==> src/rtl/mdom_wvb_conf_bundle_builder.sv <==
// Waveform-buffer configuration bundle builder.
// Local-bus writes land in shadow registers. A commit copies them into the 40-bit bundle
// atomically, and is held off while the waveform buffer is busy. The arm handshake drives
// bundle[37] and clears it on trig_done, disarm or timeout.
module mdom_wvb_conf_bundle_builder #(
   parameter int unsigned ARM_TIMEOUT = 0
) (
   input  logic        clk,
   input  logic        rst_n,
   input  logic        wr_en,
   input  logic        rd_en,
   input  logic [2:0]  addr,
   input  logic [15:0] wr_data,
   output logic [15:0] rd_data,
   output logic        rd_valid,
   input  logic        wvb_busy,
   input  logic        trig_done,
   output logic [39:0] bundle
);

   typedef enum logic [1:0] {StIdle, StPend, StArmed} state_e;

   state_e      state_q, state_d;
   logic [11:0] cnst_q, cnst_d, test_q, test_d;
   logic [4:0]  pre_q, pre_d;
   logic [7:0]  post_q, post_d;
   logic        trig_mode_q, trig_mode_d, cnst_run_q, cnst_run_d;
   logic        commit_pend_q, commit_pend_d, arm_pend_q, arm_pend_d;
   logic        tflag_q, tflag_d;
   logic [15:0] cnt_q, cnt_d;
   logic [39:0] bundle_q, bundle_d;
   logic [15:0] rd_data_q, rd_data_d;
   logic        rd_valid_q, rd_valid_d;

   logic cmd_wr, commit_req, arm_req, disarm_req, commit_now, timeout_hit, arm_eff;

   assign cmd_wr     = wr_en && (addr == 3'd4);
   assign commit_req = cmd_wr && wr_data[0];
   // Disarm wins over arm when both arrive in the same write.
   assign arm_req    = cmd_wr && wr_data[1] && !wr_data[2];
   assign disarm_req = cmd_wr && wr_data[2];
   assign commit_now = (commit_req || commit_pend_q) && !wvb_busy;
   // Counter holds (cycles armed - 1); clearing when it reaches ARM_TIMEOUT-1 keeps arm
   // high for exactly ARM_TIMEOUT cycles.
   assign timeout_hit = (ARM_TIMEOUT != 0) && ((32'(cnt_q) + 32'd1) == ARM_TIMEOUT);
   assign arm_eff     = (arm_pend_q || arm_req) && !disarm_req;

   // Shadow register writes.
   always_comb begin
      cnst_d      = cnst_q;
      test_d      = test_q;
      pre_d       = pre_q;
      post_d      = post_q;
      trig_mode_d = trig_mode_q;
      cnst_run_d  = cnst_run_q;
      if (wr_en) begin
         case (addr)
            3'd0: cnst_d = wr_data[11:0];
            3'd1: test_d = wr_data[11:0];
            3'd2: begin
               pre_d  = wr_data[12:8];
               post_d = wr_data[7:0];
            end
            3'd3: begin
               trig_mode_d = wr_data[0];
               cnst_run_d  = wr_data[1];
            end
            default: ;
         endcase
      end
   end

   // Commit / arm state machine and bundle next state.
   always_comb begin
      state_d       = state_q;
      bundle_d      = bundle_q;
      commit_pend_d = commit_pend_q;
      arm_pend_d    = arm_pend_q;
      tflag_d       = tflag_q;
      cnt_d         = '0;
      if (commit_now) begin
         bundle_d[39:38] = {cnst_run_q, trig_mode_q};
         bundle_d[36:0]  = {pre_q, post_q, test_q, cnst_q};
         commit_pend_d   = 1'b0;
      end else if (commit_req) begin
         commit_pend_d = 1'b1;
      end
      unique case (state_q)
         StIdle: begin
            if (commit_req && wvb_busy) begin
               state_d    = StPend;
               arm_pend_d = arm_req;
            end else if (arm_req) begin
               bundle_d[37] = 1'b1;
               tflag_d      = 1'b0;
               state_d      = StArmed;
            end
         end
         StPend: begin
            arm_pend_d = arm_eff;
            if (commit_now) begin
               arm_pend_d = 1'b0;
               if (arm_eff) begin
                  bundle_d[37] = 1'b1;
                  tflag_d      = 1'b0;
                  state_d      = StArmed;
               end else begin
                  state_d = StIdle;
               end
            end
         end
         StArmed: begin
            cnt_d = (cnt_q == 16'hFFFF) ? cnt_q : cnt_q + 16'd1;
            if (trig_done || disarm_req || timeout_hit) begin
               bundle_d[37] = 1'b0;
               tflag_d      = timeout_hit && !trig_done && !disarm_req;
               state_d      = commit_pend_d ? StPend : StIdle;
            end
         end
         default: state_d = StIdle;
      endcase
   end

   // Registered read port; data holds between reads.
   always_comb begin
      rd_valid_d = rd_en;
      rd_data_d  = rd_data_q;
      if (rd_en) begin
         case (addr)
            3'd0:    rd_data_d = {4'b0, cnst_q};
            3'd1:    rd_data_d = {4'b0, test_q};
            3'd2:    rd_data_d = {3'b0, pre_q, post_q};
            3'd3:    rd_data_d = {14'b0, cnst_run_q, trig_mode_q};
            3'd5:    rd_data_d = {13'b0, tflag_q, state_q == StArmed, commit_pend_q};
            default: rd_data_d = '0;
         endcase
      end
   end

   // State registers.
   always_ff @(posedge clk or negedge rst_n) begin
      if (!rst_n) begin
         state_q       <= StIdle;
         cnst_q        <= '0;
         test_q        <= '0;
         pre_q         <= '0;
         post_q        <= '0;
         trig_mode_q   <= 1'b0;
         cnst_run_q    <= 1'b0;
         commit_pend_q <= 1'b0;
         arm_pend_q    <= 1'b0;
         tflag_q       <= 1'b0;
         cnt_q         <= '0;
         bundle_q      <= '0;
         rd_data_q     <= '0;
         rd_valid_q    <= 1'b0;
      end else begin
         state_q       <= state_d;
         cnst_q        <= cnst_d;
         test_q        <= test_d;
         pre_q         <= pre_d;
         post_q        <= post_d;
         trig_mode_q   <= trig_mode_d;
         cnst_run_q    <= cnst_run_d;
         commit_pend_q <= commit_pend_d;
         arm_pend_q    <= arm_pend_d;
         tflag_q       <= tflag_d;
         cnt_q         <= cnt_d;
         bundle_q      <= bundle_d;
         rd_data_q     <= rd_data_d;
         rd_valid_q    <= rd_valid_d;
      end
   end

   assign bundle   = bundle_q;
   assign rd_data  = rd_data_q;
   assign rd_valid = rd_valid_q;

endmodule
==> config.mk <==
export PLATFORM = sky130hd
export DESIGN_NAME = mdom_wvb_conf_bundle_builder
export DESIGN_NICKNAME = d
export VERILOG_FILES = /design/src/rtl/mdom_wvb_conf_bundle_builder.sv
export SDC_FILE = /design/constraint.sdc
export NUM_CORES = 1
export LEC_CHECK = 0
export ABC_AREA = 1
export BUFFER_PORTS_ARGS = -buffer_cell sky130_fd_sc_hd__buf_2
export CAP_MARGIN = 20
export CORE_ASPECT_RATIO = 0.6
export CORE_MARGIN = 1.5
export CORE_UTILIZATION = 50
export DETAILED_ROUTE_END_ITERATION = 10
export PLACE_DENSITY_LB_ADDON = 0.15
export SYNTH_ARGS = -nofsm -noshare
export SYNTH_HDL_FRONTEND = slang
export SYNTH_SLANG_ARGS = --single-unit
==> constraint.sdc <==
create_clock -name clk -period 1.2 [get_ports clk]
set_input_delay 0 -clock clk [delete_from_list [all_inputs] [get_ports clk]]
set_output_delay 0 -clock clk [all_outputs]
set_load 0.02 [all_outputs]
[Yosys cells after proc, flatten, opt, wreduce, memory -nomap -nowiden]
Cells that the tools add are included.
Storage, ports and cells
  memories kept: 0
  word-level logic and storage cells: 77
  bits in latches: 0
  output and inout port bits: 57
  flip-flop bits (word level): 101
  input bits: 25
  bits in writable memories: 0
  memory bits (read-only): 0
Operators by class
  mux-type cells: 24
  reduce and logical (&&, ||, !) cells: 25
  magnitude comparators: 0
  bitwise logic cells: 0
  eq/ne operators: 14
  multipliers: 0
  shift-type cells: 0
  add/subtract/negate cells: 0
  div/mod/pow operators: 0
Operator list (number)
  $pmux W13 S5: 1
  $mux W1: 14
  $ne A2 B2 Y1 const B: 6
  $mux W2: 5
  $reduce_and A2 Y1: 5
  $logic_and A1 B1 Y1: 8
  $eq A3 B2 Y1 const B: 2
  $eq A3 B3 Y1 const B: 2
  $pmux W1 S3: 2
  $pmux W2 S3: 1
  $reduce_and A6 Y1: 1
  $eq A3 B1 Y1 const B: 1
  $logic_not A1 Y1: 3
  $logic_not A3 Y1: 1
  $logic_or A1 B1 Y1: 3
  $ne A3 B3 Y1 const B: 1
  $reduce_and A3 Y1: 1
  $reduce_bool A3 Y1: 1
  $eq A2 B1 Y1 const B: 1
  $eq A2 B2 Y1 const B: 1
  $logic_not A2 Y1: 1
  $pmux W1 S2: 1
  $reduce_bool A2 Y1: 1

[Longest topological paths before layout]
  word-level depth: 9
  gate-level depth with buffers: 10
  gate-level depth less buffers: 10

[Worst setup path before layout]
OpenSTA, ideal clock, no wires.
  path kind: reg-to-reg
  start point: reg state_q[1]
  end point: reg bundle_q[37] (netlist: bundle[37])
  cell stages (with the launch flop): 8
  data arrival time: 0.972 ns
  path slack: 0.111 ns
  path buffers: 0
  data required time: 1.082 ns
  period minus slack after synthesis: 1.089 ns
  setup time: 0.118 ns
  cells stage by stage: dfrtp_1 nand2_1 inv_1 nand3_1 a21boi_1 nand2_1 nand2_1 nand2_1
On the way
  cells in the longest elaborated chain, start to end: 3
  elaborated cells on any way between the ends: 11
  classes of those cells: eq/ne: 7; mux: 1; reduce/logical: 3
Ends and longest elaborated chain
  from (decl): RTL line 23  | state_e state_q, state_d;
  from (signal assigned): RTL line 143  | state_q <= StIdle;
  from (signal assigned): RTL line 158  | state_q <= state_d;
  $eq A2 B1 Y1, or another cell as far along: RTL line 88  | unique case (state_q)
  $ne A2 B2 Y1 (no line) / $reduce_bool A3 Y1 (equally long branches)
  $reduce_and A6 Y1 (no line)
  to (signal assigned): RTL line 169  | bundle_q <= bundle_d;
  to (decl): RTL line 31  | logic [39:0] bundle_q, bundle_d;
Parallel ways exist; a longest one is shown, timed or not.
A chain may end at the register's enable or synchronous reset.

[Final worst setup path]
  start point: reg state_q[0]
  end point: reg bundle_q[37] (netlist: bundle[37])
Same word-level chain as after synthesis.

==> results.py <==
metrics = {
    "setup_path": {
        "criticalPathCategory": "reg -> reg",
        "endpoint_kind": "register",
        "cp.arrival_ns": 1.51,
        "crit_path_start_kind": "register",
        "cp_max_fo": 3,
        "critical-path-max-stage-delay_ns": 0.44,
        "path_cells": "inv_2, nand2_2, inv_2, nand3_4, a21boi_4, nand2_2, nand2_1, nand2_1",
        "critPathBufInv": 2,
        "slowest_stage": "dfrtp_1",
        "required_ns": 1.44,
        "path_delay_family": "flip-flops",
    },
    "global_routing": {
        "antenna_found_initial": 0,
        "grt_max_degree": 38,
        "grt_usage": 0.250,
        "gr-total-overflow": 0,
        "grt_pass1_wl_um": 16600,
        "grt_pass1_vias": 3469,
    },
    "logic_synthesis": {
        "netlist_top_cells_area": "dfrtp_1 (61%), nand2_1 (18%), o21ai_0 (6.9%)",
        "ys_seq_area_frac": 0.609,
        "ys_warn_count": 0,
        "yosysTopAreaCellShare": 0.609,
        "netlist_area_um2": 3990,
        "yosysTopAreaCell": "dfrtp_1",
        "ys_seq_elements": 97,
        "syn_inst": 461,
        "syn_avg_cell_area_um2": 8.65,
        "ys_types": 23,
    },
    "timing": {
        "period_minus_slack_ns": 1.27,
        "layout_setup_ws_ns": -0.0749,
        "fin_tns_setup_ns": -0.158,
        "worst_clock_skew_ns": 0.00546,
        "setup_viol": 4,
        "rsz0062_at_grt": "yes",
        "fmax_ghz": 0.784,
        "fin_crit_sh": 1.06,
        "slew_violations": 0,
        "finalHoldViolCount": 0,
        "slew_headroom": 0.659,
        "tightest_slew_ns": 0.510,
    },
    "final_layout": {
        "final_common_cell": "nand2_1",
        "multi_input_area_um2": 1390,
        "layout.nets": 591,
        "fill_cells": 600,
        "final_cell_mix": "nand2_1 (185), dfrtp_1 (96), buf_2 (74)",
        "layout-drive-gt1-share": 0.243,
        "layout.area.seq_um2": 2430,
        "syn_to_final_growth_pct": 31.0,
        "antennaDiodeCount": 0,
        "finish.utilization": 0.699,
    },
    "placement": {
        "gp_routability_congestion": 0.859,
        "portBuffers": 75,
        "dp_hpwl_um": 6760,
    },
    "routing": {
        "wl_um": 10100,
        "avgViaCountPerCell": 5.13,
        "drt_iter0_drc": 361,
        "ant_nets": 0,
        "drt_pass1_iterations": 5,
        "wire_per_inst_um": 14.9,
        "vias": 3466,
        "drc_errors": 0,
    },
    "die": {
        "num_rows": 24,
        "core_um2": 7480,
        "start_util": 0.533,
        "die-height_um": 72.2,
        "io_pins": 82,
        "fp.dieW_um": 118,
        "dieArea_um2": 8540,
    },
    "min_path": {
        "hold_path_class": "in -> reg",
    },
    "cts": {
        "cts_max_level": 3,
        "tritoncts": "yes",
        "cts.sink_count": 97,
        "clk_pin_slew_worst_paths_ns": 0.07,
        "cts_buffers": 9,
        "clock_latency_ns": 0.34,
        "clockRootBuffer": "clkbuf_16",
        "clockBufferDepth": 2,
    },
    "run_status": {
        "violations": "setup timing",
        "status": "finished with violations",
    },
    "power": {
        "p_per_area_nw_per_um2": 2020,
        "max-vdd-ir-drop_mv": 0.873,
        "leakagePower_nw": 2.83,
    },
    "job": {
        "cap_viol_max_count": 0,
    },
}
## final timing paths
kind / slack (ns) / cells past startpoint / start / end
min in group asynchronous: 0.14 / 2 / rst_n / bundle[12]
hold / removal: 0.04 / 3 / wr_data[1] / cnst_q[1]
setup / recovery: -0.07 / 8 / state_q[0] / bundle[37]
max in group asynchronous: 0.53 / 3 / rst_n / state_q[1]
setup reg to reg: -0.07 / 8 / state_q[0] / bundle[37]
hold reg to reg: 0.48 / 2 / bundle[37] / bundle[37]
## repair_timing
item,4_1_cts,5_1_grt
gates cloned,0,0
hold buffers,14,0
pin swaps,1,7
gates resized for setup,6,22
buffers inserted,0,3
setup endpoints to repair,28,44
endpoints found under the hold margin,129,0
## final cells by class
type,count,area share
Clock inverter,5,0.0240
Multi-Input combinational cell,308,0.266
Inverter,38,0.0283
Tap cell,104,0.0249
Clock buffer,11,0.0484
Timing Repair Buffer,112,0.144
Sequential cell,97,0.465
## tightest hold or removal path, delay by kind of cell
family / cells / cell delay (ns)
buffers and inverters: 2 / 0.18
AO/OA/AOI/OAI: 1 / 0.16
## per-layer routing
layer / share of wire / GRT usage / vias up
met2: 0.46 / 0.399 / 126
met5: 0 / 0 / -
met3: 0.066 / 0.0786 / 15
li1: - / - / 1666
met1: 0.46 / 0.337 / 1659
met4: 0.0098 / 0.0705 / 0
## report_power, final
group	total, mW	switching (mW)	internal (mW)
combinational	2.48	1.54	0.945
clock	3.55	1.19	2.36
sequential	4.50	0.497	4.00
total	10.5	3.23	7.30
## cell usage after synthesis (all sizes together)
cell type,n
nand2,192
dfrtp,97
o21ai,70
inv,38
a21oi,12
buf,12
nand3,12
nor2,11
clkbuf,8
nor3,2
a21boi,1
a22oi,1
a32oi,1
conb,1
nand4,1
o22ai,1
o31ai,1
## logic make-up after synthesis
kind of cell           Yosys count  synth area share
buffers and inverters           58            0.0634
AO/OA/AOI/OAI                   87             0.112
other                            1          0.000940
AND/OR/NAND/NOR                218             0.215
flip-flops                      97             0.609
## per-stage QoR
| step | power, mW | instance area (um^2) | setup WS, ns | std cells | hold WS [ns] |
|---|---|---|---|---|---|
| final | 10.5 | 5220 | -0.0749 | 675 | 0.0381 |
| after global routing | 11.1 | 5220 | -0.131 | 675 | 0.0368 |
| after CTS | 10.4 | 5110 | 0.000575 | 672 | 0.0180 |
| after detailed placement | 6.76 | 4580 | -0.0829 | 642 | -0.0425 |
| after global placement | 6.70 | 4580 | 0.000411 | 642 | -0.0448 |
| after floorplan | 5.83 | 4000 | 0.111 | 463 | -0.296 |
## flip-flops by register name, summed over array words and instances, names as in the netlist, 2 cells and up
register	flops
state_q	2
bundle	40
cnst_q	12
test_q	12
post_q	8
rd_data	13
pre_q	5
No activity file was read; power rests on OpenSTA's default activity.
